**config.mk**
```make
export PLATFORM = sky130hd
export DESIGN_NAME = neuron_mac_feed
export DESIGN_NICKNAME = d
export VERILOG_FILES = /design/src/rtl/nn_pkg.sv /design/src/rtl/weight_ram.sv /design/src/rtl/neuron_mac_feed.sv
export SDC_FILE = /design/constraint.sdc
export NUM_CORES = 1
export LEC_CHECK = 0
export BUFFER_PORTS_ARGS = -buffer_cell sky130_fd_sc_hd__buf_2
export CORE_MARGIN = 4
export CORE_UTILIZATION = 45
export CTS_BUF_LIST = sky130_fd_sc_hd__clkbuf_8
export CTS_CLUSTER_SIZE = 28
export DETAILED_ROUTE_END_ITERATION = 10
export PLACE_DENSITY = 0.61
export RECOVER_POWER = 100
export SYNTH_ARGS = -nofsm -noshare
export SYNTH_HDL_FRONTEND = slang
export SYNTH_SLANG_ARGS = --single-unit
export TNS_END_PERCENT = 50
```
**constraint.sdc**
```tcl
create_clock -name clk -period 17.7 [get_ports clk]
set_input_delay 3.54 -clock clk [delete_from_list [all_inputs] [get_ports clk]]
set_output_delay 3.54 -clock clk [all_outputs]
set_load 0.02 [all_outputs]
```
**src/rtl/nn_pkg.sv**
```systemverilog
// Shared fixed-point helpers for the neuron datapath, so the feeder and the
// accumulator derive their widths and binary points from the same rules.
package nn_pkg;

   typedef struct packed {
      logic valid;
      logic last;
   } stage_tag_t;

   function automatic int fx_point(input int width, input int int_bits);
      return width - int_bits;
   endfunction

   function automatic int prod_width(input int a_width, input int b_width);
      return a_width + b_width;
   endfunction

   function automatic int prod_int(input int a_int, input int b_int);
      return a_int + b_int;
   endfunction

endpackage

```
**src/rtl/weight_ram.sv**
```systemverilog
// Weight storage: one write port and one registered, read-first read port.
module weight_ram #(
   parameter int DEPTH      = 16,
   parameter int WIDTH      = 16,
   parameter int ADDR_WIDTH = $clog2(DEPTH)
) (
   input  logic                  clk,
   input  logic                  we,
   input  logic [ADDR_WIDTH-1:0] wr_addr,
   input  logic [WIDTH-1:0]      wr_data,
   input  logic                  rd_en,
   input  logic [ADDR_WIDTH-1:0] rd_addr,
   output logic [WIDTH-1:0]      rd_data
);

   logic [WIDTH-1:0] mem [DEPTH];

   // Contents survive reset; a same-edge write to the read address returns the old word.
   always_ff @(posedge clk) begin
      if (we) begin
         mem[wr_addr] <= wr_data;
      end
      if (rd_en) begin
         rd_data <= mem[rd_addr];
      end
   end

endmodule

```
**src/rtl/neuron_mac_feed.sv**
```systemverilog
// Activation x weight feeder for the neuron accumulator: a 3-stage product pipeline
// with en/last framing and a forced one-cycle bubble after every last sample.
module neuron_mac_feed
   import nn_pkg::*;
#(
   parameter int DIN_WIDTH  = 16,
   parameter int DIN_INT    = 4,
   parameter int W_WIDTH    = 16,
   parameter int W_INT      = 4,
   parameter int N_INPUTS   = 16,
   parameter int ADDR_WIDTH = $clog2(N_INPUTS)
) (
   input  logic                                           clk,
   input  logic                                           rst,
   input  logic [DIN_WIDTH-1:0]                           din,
   input  logic                                           din_valid,
   output logic                                           din_ready,
   input  logic                                           w_we,
   input  logic [ADDR_WIDTH-1:0]                          w_addr,
   input  logic [W_WIDTH-1:0]                             w_din,
   output logic [nn_pkg::prod_width(DIN_WIDTH, W_WIDTH)-1:0] dout,
   output logic                                           dout_en,
   output logic                                           dout_last,
   output logic                                           busy
);

   localparam int DOUT_WIDTH = prod_width(DIN_WIDTH, W_WIDTH);
   localparam int DOUT_INT   = prod_int(DIN_INT, W_INT);
   localparam logic [ADDR_WIDTH-1:0] LAST_IDX = ADDR_WIDTH'(N_INPUTS - 1);

   if (N_INPUTS < 2 || fx_point(DOUT_WIDTH, DOUT_INT) < 0) begin : g_bad_cfg
      $error("neuron_mac_feed: unsupported configuration");
   end

   logic [ADDR_WIDTH-1:0]        idx;
   logic                         ready_q;
   logic                         xfer;
   logic                         xfer_last;
   stage_tag_t                   s0_tag;
   stage_tag_t                   s1_tag;
   stage_tag_t                   s2_tag;
   logic signed [DIN_WIDTH-1:0]  s0_din;
   logic signed [W_WIDTH-1:0]    s0_w;
   logic signed [DOUT_WIDTH-1:0] s1_prod;
   logic signed [DOUT_WIDTH-1:0] s2_prod;

   assign xfer      = din_valid & ready_q;
   assign xfer_last = xfer & (idx == LAST_IDX);

   // The RAM read is the S0 weight register, addressed by the activation's index.
   weight_ram #(
      .DEPTH      (N_INPUTS),
      .WIDTH      (W_WIDTH),
      .ADDR_WIDTH (ADDR_WIDTH)
   ) u_weight_ram (
      .clk     (clk),
      .we      (w_we),
      .wr_addr (w_addr),
      .wr_data (w_din),
      .rd_en   (xfer),
      .rd_addr (idx),
      .rd_data (s0_w)
   );

   always_ff @(posedge clk or negedge rst) begin
      if (!rst) begin
         idx     <= '0;
         ready_q <= 1'b0;
      end else begin
         ready_q <= ~xfer_last;
         if (xfer_last) begin
            idx <= '0;
         end else if (xfer) begin
            idx <= idx + 1'b1;
         end
      end
   end

   // Tags shift every cycle; data registers only load behind a valid tag so dout holds when idle.
   always_ff @(posedge clk or negedge rst) begin
      if (!rst) begin
         s0_tag  <= '0;
         s1_tag  <= '0;
         s2_tag  <= '0;
         s0_din  <= '0;
         s1_prod <= '0;
         s2_prod <= '0;
      end else begin
         s0_tag.valid <= xfer;
         s0_tag.last  <= xfer_last;
         s1_tag       <= s0_tag;
         s2_tag       <= s1_tag;
         if (xfer) begin
            s0_din <= din;
         end
         if (s0_tag.valid) begin
            s1_prod <= DOUT_WIDTH'(s0_din) * DOUT_WIDTH'(s0_w);
         end
         if (s1_tag.valid) begin
            s2_prod <= s1_prod;
         end
      end
   end

   assign din_ready = ready_q;
   assign dout      = s2_prod;
   assign dout_en   = s2_tag.valid;
   assign dout_last = s2_tag.valid & s2_tag.last;
   assign busy      = (idx != '0) | s0_tag.valid | s1_tag.valid | s2_tag.valid;

endmodule

```
==> impl_metrics.env <==
export IMPL_rsz0062_at_grt="no"
export IMPL_status="complete, but fails checks"
export IMPL_drt_wl_total_mm=51.6
export IMPL_cap_violations=7
export IMPL_grt_overflow=0
export IMPL_synth_cell_types=56
export IMPL_min_period_ns=9.22
export IMPL_multi_input_area_sq_mm=0.0116
export IMPL_cp_end_kind="output port"
export IMPL_rows=83
export IMPL_cts_resized=0
export IMPL_grt_util_met1_pct=23.8
export IMPL_antenna_found_initial=2
export IMPL_grt_pass1_wl_mm=82.5
export IMPL_max_stage_delay_ns=2.59
export IMPL_drc_errors=0
export IMPL_gr_max_usage_layer="met2"
export IMPL_crit_top_cell="clkbuf_1"
export IMPL_gp_congestion=0.880
export IMPL_core_area_sq_mm=0.0515
export IMPL_grt_pass1_vias=14700
export IMPL_violations="capacitance limit, slew limit"
export IMPL_finalSetupTns_ns=0
export IMPL_worst_path_max_delay_cell="clkbuf_1"
export IMPL_clock_sinks=363
export IMPL_fin_nets=2242
export IMPL_drive_gt1_share_pct=13.7
export IMPL_grt_use_total_pct=18.9
export IMPL_dpl_hpwl_mm=36.1
export IMPL_clkTransAtPathRegs_ns=0.07
export IMPL_synth_edf_count=272
export IMPL_hold_viol=0
export IMPL_fmaxAchievable_mhz=108
export IMPL_clock_latency_ns=0.69
export IMPL_firstDrtPassIters=5
export IMPL_final_common_cell="inv_1"
export IMPL_ys_flop_type="edfxtp_1"
export IMPL_fill_cells=4599
export IMPL_num_vias=13600
export IMPL_worstMarginPinSlew_ns=4.04
export IMPL_cp_max_fo=59
export IMPL_cts_tree="yes"
export IMPL_clock_skew_ns=0.0695
export IMPL_slew_violations=263
export IMPL_crit_path_start_kind="flop"
export IMPL_seqCellArea_sq_mm=0.0105
export IMPL_ys_seq_area_share_pct=44.4
export IMPL_port_buffers=75
export IMPL_avgRoutedWirePerCell_microns=19.9
export IMPL_htreeDepth=2
export IMPL_use_met2_pct=33.8
export IMPL_async_reset_ff_share_pct=25.1
export IMPL_die_width_microns=237
export IMPL_synth_nets=2143
export IMPL_use_met3_pct=2.92
export IMPL_cts_buffers=61
export IMPL_cts_hold_buffers_added=0
export IMPL_min_period_over_period_pct=52.1
export IMPL_min_path_type="flop to flop"
export IMPL_cts_setup_buffers=0
export IMPL_cts_buffer_depth=3
export IMPL_cts_root_buf="clkbuf_8"
export IMPL_critical_path_class="flop to output port"
export IMPL_syn_to_final_growth_pct=9.58
export IMPL_vias_per_cell=5.24
export IMPL_ant_nets=0
export IMPL_most_common_layout_cells="inv_1, edfxtp_1, fa_1"
export IMPL_worstPathCellList="clkbuf_1 -> inv_1 -> ha_1 -> nand3b_1 -> clkbuf_1"
export IMPL_die_area_sq_mm=0.0560
export IMPL_syn_avg_cell_area_sq_um=13.4
export IMPL_dieHeight_microns=237
export IMPL_required_ns=14.16
export IMPL_syn_inst=1757
export IMPL_initial_core_util_pct=45.7
export IMPL_io_pins=76
export IMPL_slew_headroom_pct=-170
export IMPL_setup_viol=0
export IMPL_postLayoutCoreUtil_pct=50.0
export IMPL_grt_max_degree=78
export IMPL_ys_ff_latch=363
export IMPL_synth_warnings=0
export IMPL_critPathArrivalTime_ns=5.68
export IMPL_drt_iter0_markers=819
export IMPL_syn_area_sq_mm=0.0235
[critical path, delay by kind of cell, from the launching register on]
family	cells	cell delay (ns)
simple gates	1	0.09
flops	1	0.33
fa+ha+maj	1	0.58
buf+inv	3	4.03
[worst paths after layout]
path	start	end	slack, ns	cells after the start
worst max register to register	s0_din[15]$_DFFE_PN0P_	s1_prod[31]$_DFFE_PN0P_	10.82	19
worst min-delay path	s0_tag[0]$_DFF_PN0_	s1_tag[0]$_DFF_PN0_	0.35	0
min in group asynchronous	rst	s0_din[11]$_DFFE_PN0P_	3.10	1
worst max-delay path	idx[1]$_DFFE_PN0P_	busy	8.48	5
worst min register to register	s0_tag[0]$_DFF_PN0_	s1_tag[0]$_DFF_PN0_	0.35	0
max in group asynchronous	rst	idx[0]$_DFFE_PN0P_	9.55	2
[routing by layer]
metal | up-vias | share of wire, %
met3 | 88 | 4.9
met4 | 2 | 2.9
met1 | 7093 | 40
met5 | - | 0.025
met2 | 343 | 52
li1 | 6037 | -
[synth_stat cells (12+ instances only)]
library cell	instances	share of area, %
a21oi_1	30	0.64
a211oi_1	12	0.38
and2_1	127	3.4
mux2_2	69	3.3
xnor2_1	23	0.86
nand2_1	154	2.5
clkbuf_1	58	0.93
nor2_1	37	0.59
dfrtp_1	91	9.7
edfxtp_1	272	35
o21ai_0	15	0.32
mux4_2	72	6.9
ha_1	84	4.5
fa_1	262	22
inv_1	320	5.1
[flip-flops by register name, summed over array words and instances, names as in the netlist]
register,cells
u_weight_ram.rd_data,16
idx,4
s0_din,16
s2_tag,1
s0_tag,2
dout,32
s1_prod,32
s1_tag,2
u_weight_ram.mem,256
din_ready,1
dout_en,1
[cell families (layout without fill, tap and decap cells)]
kind of cell / count (synthesis) / count (layout) / share of synthesized area [%]
flip-flops: 363 / 363 / 44.4
AO/OA/AOI/OAI: 108 / 108 / 3.11
XOR/XNOR: 32 / 32 / 1.19
buffers and inverters: 387 / 536 / 6.21
other: 0 / 1 / 0
multiplexers: 142 / 142 / 10.2
AND/OR/NAND/NOR: 379 / 379 / 8.07
adder cells (fa/ha/maj): 346 / 346 / 26.8
[per-stage QoR]
step / std cells / setup WS, ns / hold WS [ns] / area (sq um)
2_1_floorplan: 1757 / 11.63 / 0.331 / 23500
3_3_place_gp: 2473 / 11.20 / 0.336 / 24700
3_5_place_dp: 2473 / 11.03 / 0.339 / 24700
4_1_cts: 2586 / 10.99 / 0.355 / 26000
5_1_grt: 2586 / 8.01 / 0.366 / 25800
6_report: 2587 / 8.48 / 0.352 / 25800
[layout make-up]
| class | instances | area share, % |
|---|---|---|
| clock buffers | 63 | 3.36 |
| clock inverters | 50 | 1.47 |
| repair buffers | 103 | 1.67 |
| inverters | 320 | 4.66 |
| flip-flops and latches | 363 | 40.5 |
| well taps | 680 | 3.30 |
| multi-input cells | 1007 | 45.0 |
| diodes | 1 | 0.00971 |
Power is not shown: default switching activity piles up to over one toggle a cycle in this logic, so the estimate is an artifact.
